File: config.mk
export PLATFORM = sky130hd
export DESIGN_NAME = result_reader
export DESIGN_NICKNAME = d
export VERILOG_FILES = /design/src/rtl/result_reader.sv
export SDC_FILE = /design/constraint.sdc
export NUM_CORES = 1
export LEC_CHECK = 0
export CAP_MARGIN = 20
export CORE_UTILIZATION = 50
export DETAILED_ROUTE_END_ITERATION = 10
export PLACE_DENSITY = 0.86
export SYNTH_ARGS = -nofsm -noshare
export SYNTH_HDL_FRONTEND = slang
export SYNTH_SLANG_ARGS = --single-unit
File: constraint.sdc
create_clock -name CLK -period 3.2 [get_ports CLK]
set_input_delay 0.64 -clock CLK [delete_from_list [all_inputs] [get_ports CLK]]
set_output_delay 0.64 -clock CLK [all_outputs]
set_load 0.01 [all_outputs]
File: src/rtl/result_reader.sv
// result_reader: reads a block of SRAM words and streams each word as two
// 16-bit beats (upper half first) over a valid/ready interface.
// Optional feature: define RESULT_READER_CHECKSUM_EN to build a running
// 16-bit checksum of emitted beats; otherwise checksum is tied to zero.
module result_reader #(
  parameter int ADDR_W = 11,
  parameter int DATA_W = 32
) (
  input  logic              CLK,
  input  logic              RESET,
  input  logic              start,
  input  logic [ADDR_W-1:0] base_addr,
  input  logic [ADDR_W-1:0] word_count,
  output logic              busy,
  output logic              done,
  output logic              sram_REQ,
  output logic              sram_WRITEn,
  output logic [ADDR_W-1:0] sram_ADDR,
  input  logic [DATA_W-1:0] sram_RDATA,
  input  logic              sram_READY,
  output logic              out_valid,
  input  logic              out_ready,
  output logic [15:0]       out_data,
  output logic              out_last,
  output logic [15:0]       checksum
);

  typedef enum logic [2:0] {
    IDLE   = 3'd0,
    READ   = 3'd1,
    WAIT   = 3'd2,
    EMIT_A = 3'd3,
    EMIT_B = 3'd4,
    DONE   = 3'd5
  } state_t;

  state_t            state;
  logic [ADDR_W-1:0] remaining;
  // Lower result of the captured word; the upper result goes straight to out_data.
  logic [15:0]       held_lo;

  // The block is read-only towards the SRAM.
  assign sram_WRITEn = 1'b1;

  // Control FSM; every output is registered alongside the state transition.
  always_ff @(posedge CLK) begin
    if (RESET) begin
      state     <= IDLE;
      busy      <= 1'b0;
      done      <= 1'b0;
      sram_REQ  <= 1'b0;
      sram_ADDR <= '0;
      out_valid <= 1'b0;
      out_last  <= 1'b0;
      out_data  <= 16'd0;
      remaining <= '0;
    end else begin
      case (state)
        IDLE: begin
          done <= 1'b0;
          if (start) begin
            sram_ADDR <= base_addr;
            remaining <= word_count;
            if (word_count == '0) begin
              state <= DONE;
              done  <= 1'b1;
              busy  <= 1'b0;
            end else begin
              state    <= READ;
              sram_REQ <= 1'b1;
              busy     <= 1'b1;
            end
          end
        end
        READ: begin
          sram_REQ <= 1'b0;
          state    <= WAIT;
        end
        WAIT: begin
          if (sram_READY) begin
            held_lo   <= sram_RDATA[15:0];
            out_data  <= sram_RDATA[31:16];
            out_last  <= 1'b0;
            out_valid <= 1'b1;
            state     <= EMIT_A;
          end
        end
        EMIT_A: begin
          if (out_ready) begin
            out_data <= held_lo;
            out_last <= (remaining == ADDR_W'(1));
            state    <= EMIT_B;
          end
        end
        EMIT_B: begin
          if (out_ready) begin
            out_valid <= 1'b0;
            out_last  <= 1'b0;
            // Natural modular wrap from the top address back to zero.
            sram_ADDR <= sram_ADDR + ADDR_W'(1);
            remaining <= remaining - ADDR_W'(1);
            if (remaining > ADDR_W'(1)) begin
              state    <= READ;
              sram_REQ <= 1'b1;
            end else begin
              state <= DONE;
              done  <= 1'b1;
              busy  <= 1'b0;
            end
          end
        end
        DONE: begin
          done  <= 1'b0;
          state <= IDLE;
        end
        default: begin
          state     <= IDLE;
          busy      <= 1'b0;
          done      <= 1'b0;
          sram_REQ  <= 1'b0;
          out_valid <= 1'b0;
          out_last  <= 1'b0;
        end
      endcase
    end
  end

`ifdef RESULT_READER_CHECKSUM_EN
  logic [15:0] checksum_acc;

  function automatic logic [15:0] add_mod16(input logic [15:0] a, input logic [15:0] b);
    return a + b;
  endfunction

  // Running sum of accepted beats, cleared when a new readback is accepted.
  always_ff @(posedge CLK) begin
    if (RESET) begin
      checksum_acc <= 16'd0;
    end else if (state == IDLE && start) begin
      checksum_acc <= 16'd0;
    end else if (out_valid && out_ready) begin
      checksum_acc <= add_mod16(checksum_acc, out_data);
    end
  end

  assign checksum = checksum_acc;
`else
  assign checksum = 16'd0;
`endif

endmodule
Word level (Yosys, flattened, before mapping)
Index checks and enable logic that the tools add are counted.
{ "word_totals": {"n_memories": 0, "regBits": 62, "inputBits": 59, "mem_bits_ro": 0, "mem_bits_rw": 0, "wordCells": 87, "latchBits": 0, "output_inout_bits": 49} }
{ "op_classes": {"magnitude_cmp": 1, "div": 0, "multipliers": 0, "reduce_logical": 18, "bitwise_logic": 6, "mux": 37, "eq_ne": 13, "shift": 0, "addsub": 2} }
{ "ops": {"columns": ["operator", "n"], "rows": [
  ["11-bit two-way mux", 4],
  ["11-bit case mux with 2 select lines", 2],
  ["16-bit two-way mux", 2],
  ["16-bit case mux with 2 select lines", 1],
  ["3-bit two-way mux", 6],
  ["1-bit two-way mux", 16],
  ["3-bit case mux with 5 select lines", 1],
  ["3-bit AND reduction", 5],
  ["2-bit != test (second input constant)", 7],
  ["1-bit case mux with 3 select lines", 4],
  ["4-bit AND reduction", 3],
  ["11-bit by 1-bit adder with 11-bit output (second input constant)", 1],
  ["11-bit by 1-bit equality test with 1-bit output (second input constant)", 1],
  ["11-bit by 1-bit > comparator with 1-bit output (second input constant)", 1],
  ["11-bit zero test", 1],
  ["11-bit by 1-bit subtractor with 11-bit output (second input constant)", 1],
  ["3-bit OR reduction", 3],
  ["4-bit OR reduction", 2],
  ["3-bit by 2-bit equality test with 1-bit output (second input constant)", 2],
  ["3-bit equality test (second input constant)", 2],
  ["1-bit inverter", 6],
  ["5-bit AND reduction", 1],
  ["1-bit case mux with 4 select lines", 1],
  ["2-bit nonzero test", 2],
  ["2 further kinds", 2]
]} }

Logic depth before layout (Yosys ltp)
{ "logic_depth": {"depth_word": 4, "depth_mapped": 6, "ltp_nobuf": 6} }

Worst setup path after synthesis
OpenSTA, ideal clock, no wires.
{ "synth_timing": {"path_kind": "input-to-reg", "startpoint": "input port RESET", "endpoint": "register held_lo[0], enable pin", "arrival_ns": 1.738, "t_required_ns": 2.810, "slack_ns": 1.072, "stages": 3, "path_buffers": 1, "setup_ns": 0.390, "cell_sequence": "clkbuf_1 nor3_1 nor2b_1"} }
{ "synth_via": {"elab_chain_cells": 2} }
{ "synth_rtl": {"columns": ["element", "line_no", "rtl"], "rows": [
  ["from (decl)", "10", "input logic RESET,"],
  ["1-bit inverter (no source line)", null, null],
  ["3-bit AND reduction (no source line)", null, null],
  ["to (signal assigned)", "81", "held_lo <= sram_RDATA[15:0];"],
  ["to (decl)", "40", "logic [15:0] held_lo;"]
]} }
No other way between the ends.
A chain may end at the register's enable or synchronous reset.

Worst setup path in the final report
{ "layout_timing": {"startpoint": "input port out_ready", "endpoint": "register sram_ADDR[9]"} }
{ "layout_via": {"elab_chain_cells": 2} }
{ "layout_rtl": {"columns": ["element", "line_no", "rtl"], "rows": [
  ["from (decl)", "22", "input logic out_ready,"],
  ["2-bit != test (no source line)", null, null],
  ["3-bit AND reduction (no source line)", null, null],
  ["to (signal assigned)", "62", "sram_ADDR <= base_addr;"],
  ["to (signal assigned)", "100", "sram_ADDR <= sram_ADDR + ADDR_W'(1);"],
  ["to (decl)", "18", "output logic [ADDR_W-1:0] sram_ADDR,"]
]} }
No other way between the ends.

==> impl_metrics.tcl <==
set metrics [dict create \
    synthArstFlopShare 0 \
    startpoint_type "input pin" \
    synth-seq-area-share 0.425 \
    drtIter0Drc 162 \
    seqPwrFrac 0.464 \
    vdd_drop_max_mv 0.379 \
    critPathKind "input pin to register" \
    power_mw 1.99 \
    grt.total_usage 0.244 \
    start_util 0.520 \
    max_freq_ghz 0.451 \
    cts.path.max_buffers 2 \
    io_buffers 90 \
    maxSlewViolCount 0 \
    pwr-share-comb 0.217 \
    pwr-share-clk 0.319 \
    p_leak_nw 1.61 \
    antenna_found_initial 0 \
    clkSinkCount 62 \
    post_cts_buffers 0 \
    fp.dieH_um 83.2 \
    syn_inst 364 \
    die_width_um 83.2 \
    ys_ff_latch 62 \
    syn_to_final_growth_pct 31.5 \
    fillers 516 \
    viasPerCell 5.84 \
    antenna_left 0 \
    insertedDiodeCount 0 \
    cts_made_buffers 9 \
    gp_congestion 0.815 \
    cts-resized-gates 0 \
    status "complete, no violations" \
    grt_pass1_vias 2889 \
    htree_levels 3 \
    finalCritPeriodShare 0.693 \
    cp-end-kind "register" \
    first_pass_iters 4 \
    p_sw_frac 0.311 \
    maxCapViolations 0 \
    cts.clk_slew.worst_paths_ps 80 \
    slowest_stage "clkdlybuf4s50_1" \
    drive_above_1_share 0.0735 \
    boundaryPins 108 \
    coreArea_um2 6350 \
    cpLargestDelayFamily "simple AND/OR/NAND/NOR gates" \
    rsz0062_at_grt "no" \
    cts_root_buffer "clkbuf_8" \
    timing.clock.skew_ps 7.64 \
    tritoncts "built" \
    path_cells "clkdlybuf4s50_1 > mux2_2 > nand2_1 > or3_1 > o211ai_1" \
    vias 3072 \
    nets 506 \
    dpl-instance-area_um2 4160 \
    crit_arrival_ps 2490 \
    wire_per_inst_um 15.6 \
    hold_viol_final 0 \
    worst-path-buf-inv 1 \
    clk_latency_ps 340 \
    required_ps 3470 \
    holdCritPathClass "register to register" \
    dp_hpwl_um 5540 \
    fin_setup_tns_ps 0 \
    totalWireLength_um 8200 \
    gr-total-overflow 0 \
    stdcell_area_um2 4340 \
    p_int_mw 1.37 \
    drc_errors 0 \
    synth_area_um2 3300 \
    yosysWarnings 0 \
    power_switching_mw 0.618 \
    power_density_nw_per_um2 458 \
    max_stage_delay_ps 620 \
    worstPathMaxFanout 20 \
    tightestPinTransition_ps 664 \
    hold_buffers 0 \
    postSynthAreaPerCell_um2 9.06 \
    setup_viol 0 \
    slew_headroom 0.556 \
    synth_edf_count 16 \
    yosys.cell_types.count 59 \
    die_area_um2 6930 \
    ys.flop_type "dfxtp_1" \
    row_count 29 \
    fin_crit_ps 2220 \
    grt_start_max_net_pins 36 \
    grt_pass1_wl_um 13600 \
]
==> placed cells by master, fill, tap and decap left out, drive strengths merged, types with 4 or more instances in the layout <==
master and count:
clkdlybuf4s50 89, dfxtp 46, a21oi 29, nor2 28, a211oi 22, o21ai 19
nand2 17, mux2i 17, conb 17, edfxtp 16, nor3 13, inv 11
nand2b 10, clkbuf 9, buf 9, and2 9, nand3 8, a31oi 6
nand4 6, nand4b 4, a21o 4, nor3b 4
==> final timing paths <==
path / from / to / slack (ps) / depth (start not counted)
hold reg to reg: remaining[10]$_SDFFE_PP0P_ / remaining[10]$_SDFFE_PP0P_ / 470 / 2
setup reg to reg: state[0]$_SDFFE_PP0P_ / sram_ADDR[9]$_SDFFE_PP0P_ / 1110 / 4
setup / recovery: out_ready / sram_ADDR[9]$_SDFFE_PP0P_ / 980 / 5
hold / removal: remaining[10]$_SDFFE_PP0P_ / remaining[10]$_SDFFE_PP0P_ / 470 / 2
==> worst min-delay path, stage by stage, from the launching register on <==
cell and delay (ps):
dfxtp_1 320, o31ai_1 60, a21oi_1 50
==> layout make-up <==
cell class	instances	area (µm²)	share of cell area
Multi-Input combinational cell	265	1680	0.386
Inverter	8	30.0	0.00692
Clock inverter	7	56.3	0.0130
Clock buffer	9	124	0.0285
Sequential cell	62	1400	0.323
Timing Repair Buffer	98	956	0.220
Tap cell	77	96.3	0.0222
==> power by group through the flow <==
stage | sequential [mW] | clock (mW) | combinational (mW)
final | 0.922 | 0.634 | 0.431
after global routing | 0.931 | 0.683 | 0.472
after CTS | 0.921 | 0.647 | 0.430
after detailed placement | 0.939 | 0 | 0.426
after global placement | 0.936 | 0 | 0.417
after floorplan | 0.934 | 0 | 0.246
==> synthesized netlist by cell type (4+ instances only) <==
cell       n  area [µm²]
inv_1      8        30.0
edfxtp_1  16         480
nand2b_1  10        62.6
nand4b_1   4        35.0
buf_2     12        60.1
a21oi_1   29         145
a31oi_1    6        37.5
dfxtp_1   46         921
nor2_1    28         105
buf_4     18         135
a211oi_1  22         165
nand2_1   17        63.8
clkbuf_1  11        41.3
mux2i_1   17         170
and2_1     7        43.8
o21ai_0   19        95.1
nand4_1    6        37.5
nand3_1    8        40.0
a21o_1     4        30.0
nor3_1    10        50.1
==> state kept, by name (all words and copies together) (netlist names) <==
name / count
held_lo: 16
out_data: 16
remaining: 11
sram_ADDR: 11
state: 3
busy: 1
done: 1
out_last: 1
out_valid: 1
sram_REQ: 1
==> layer usage <==
| layer | up-vias | GRT usage | part of all wire |
|---|---|---|---|
| met5 | - | 0 | 0 |
| met4 | 0 | 0.0940 | 0.019 |
| met3 | 14 | 0.0656 | 0.081 |
| met2 | 148 | 0.382 | 0.47 |
| met1 | 1430 | 0.323 | 0.43 |
| li1 | 1480 | - | - |
==> metrics by stage <==
step | hold WS [ps] | setup slack, ps | utilization | std cells
2_1_floorplan | 445 | 1070 | - | 379
3_3_place_gp | 453 | 716 | 0.655 | 510
3_5_place_dp | 462 | 684 | 0.655 | 510
4_1_cts | 474 | 1010 | 0.683 | 526
5_1_grt | 523 | 907 | 0.683 | 526
6_report | 471 | 982 | 0.683 | 526
==> cells by family after synthesis <==
logic type | after synthesis | share of synthesized area
flip-flops | 62 | 0.425
AND/OR/NAND/NOR | 116 | 0.195
buffers and inverters | 52 | 0.0865
adder cells (fa/ha/maj) | 3 | 0.0114
other | 2 | 0.00228
multiplexers | 19 | 0.0584
AO/OA/AOI/OAI | 110 | 0.221
No activity file was read; power rests on OpenSTA's default activity.
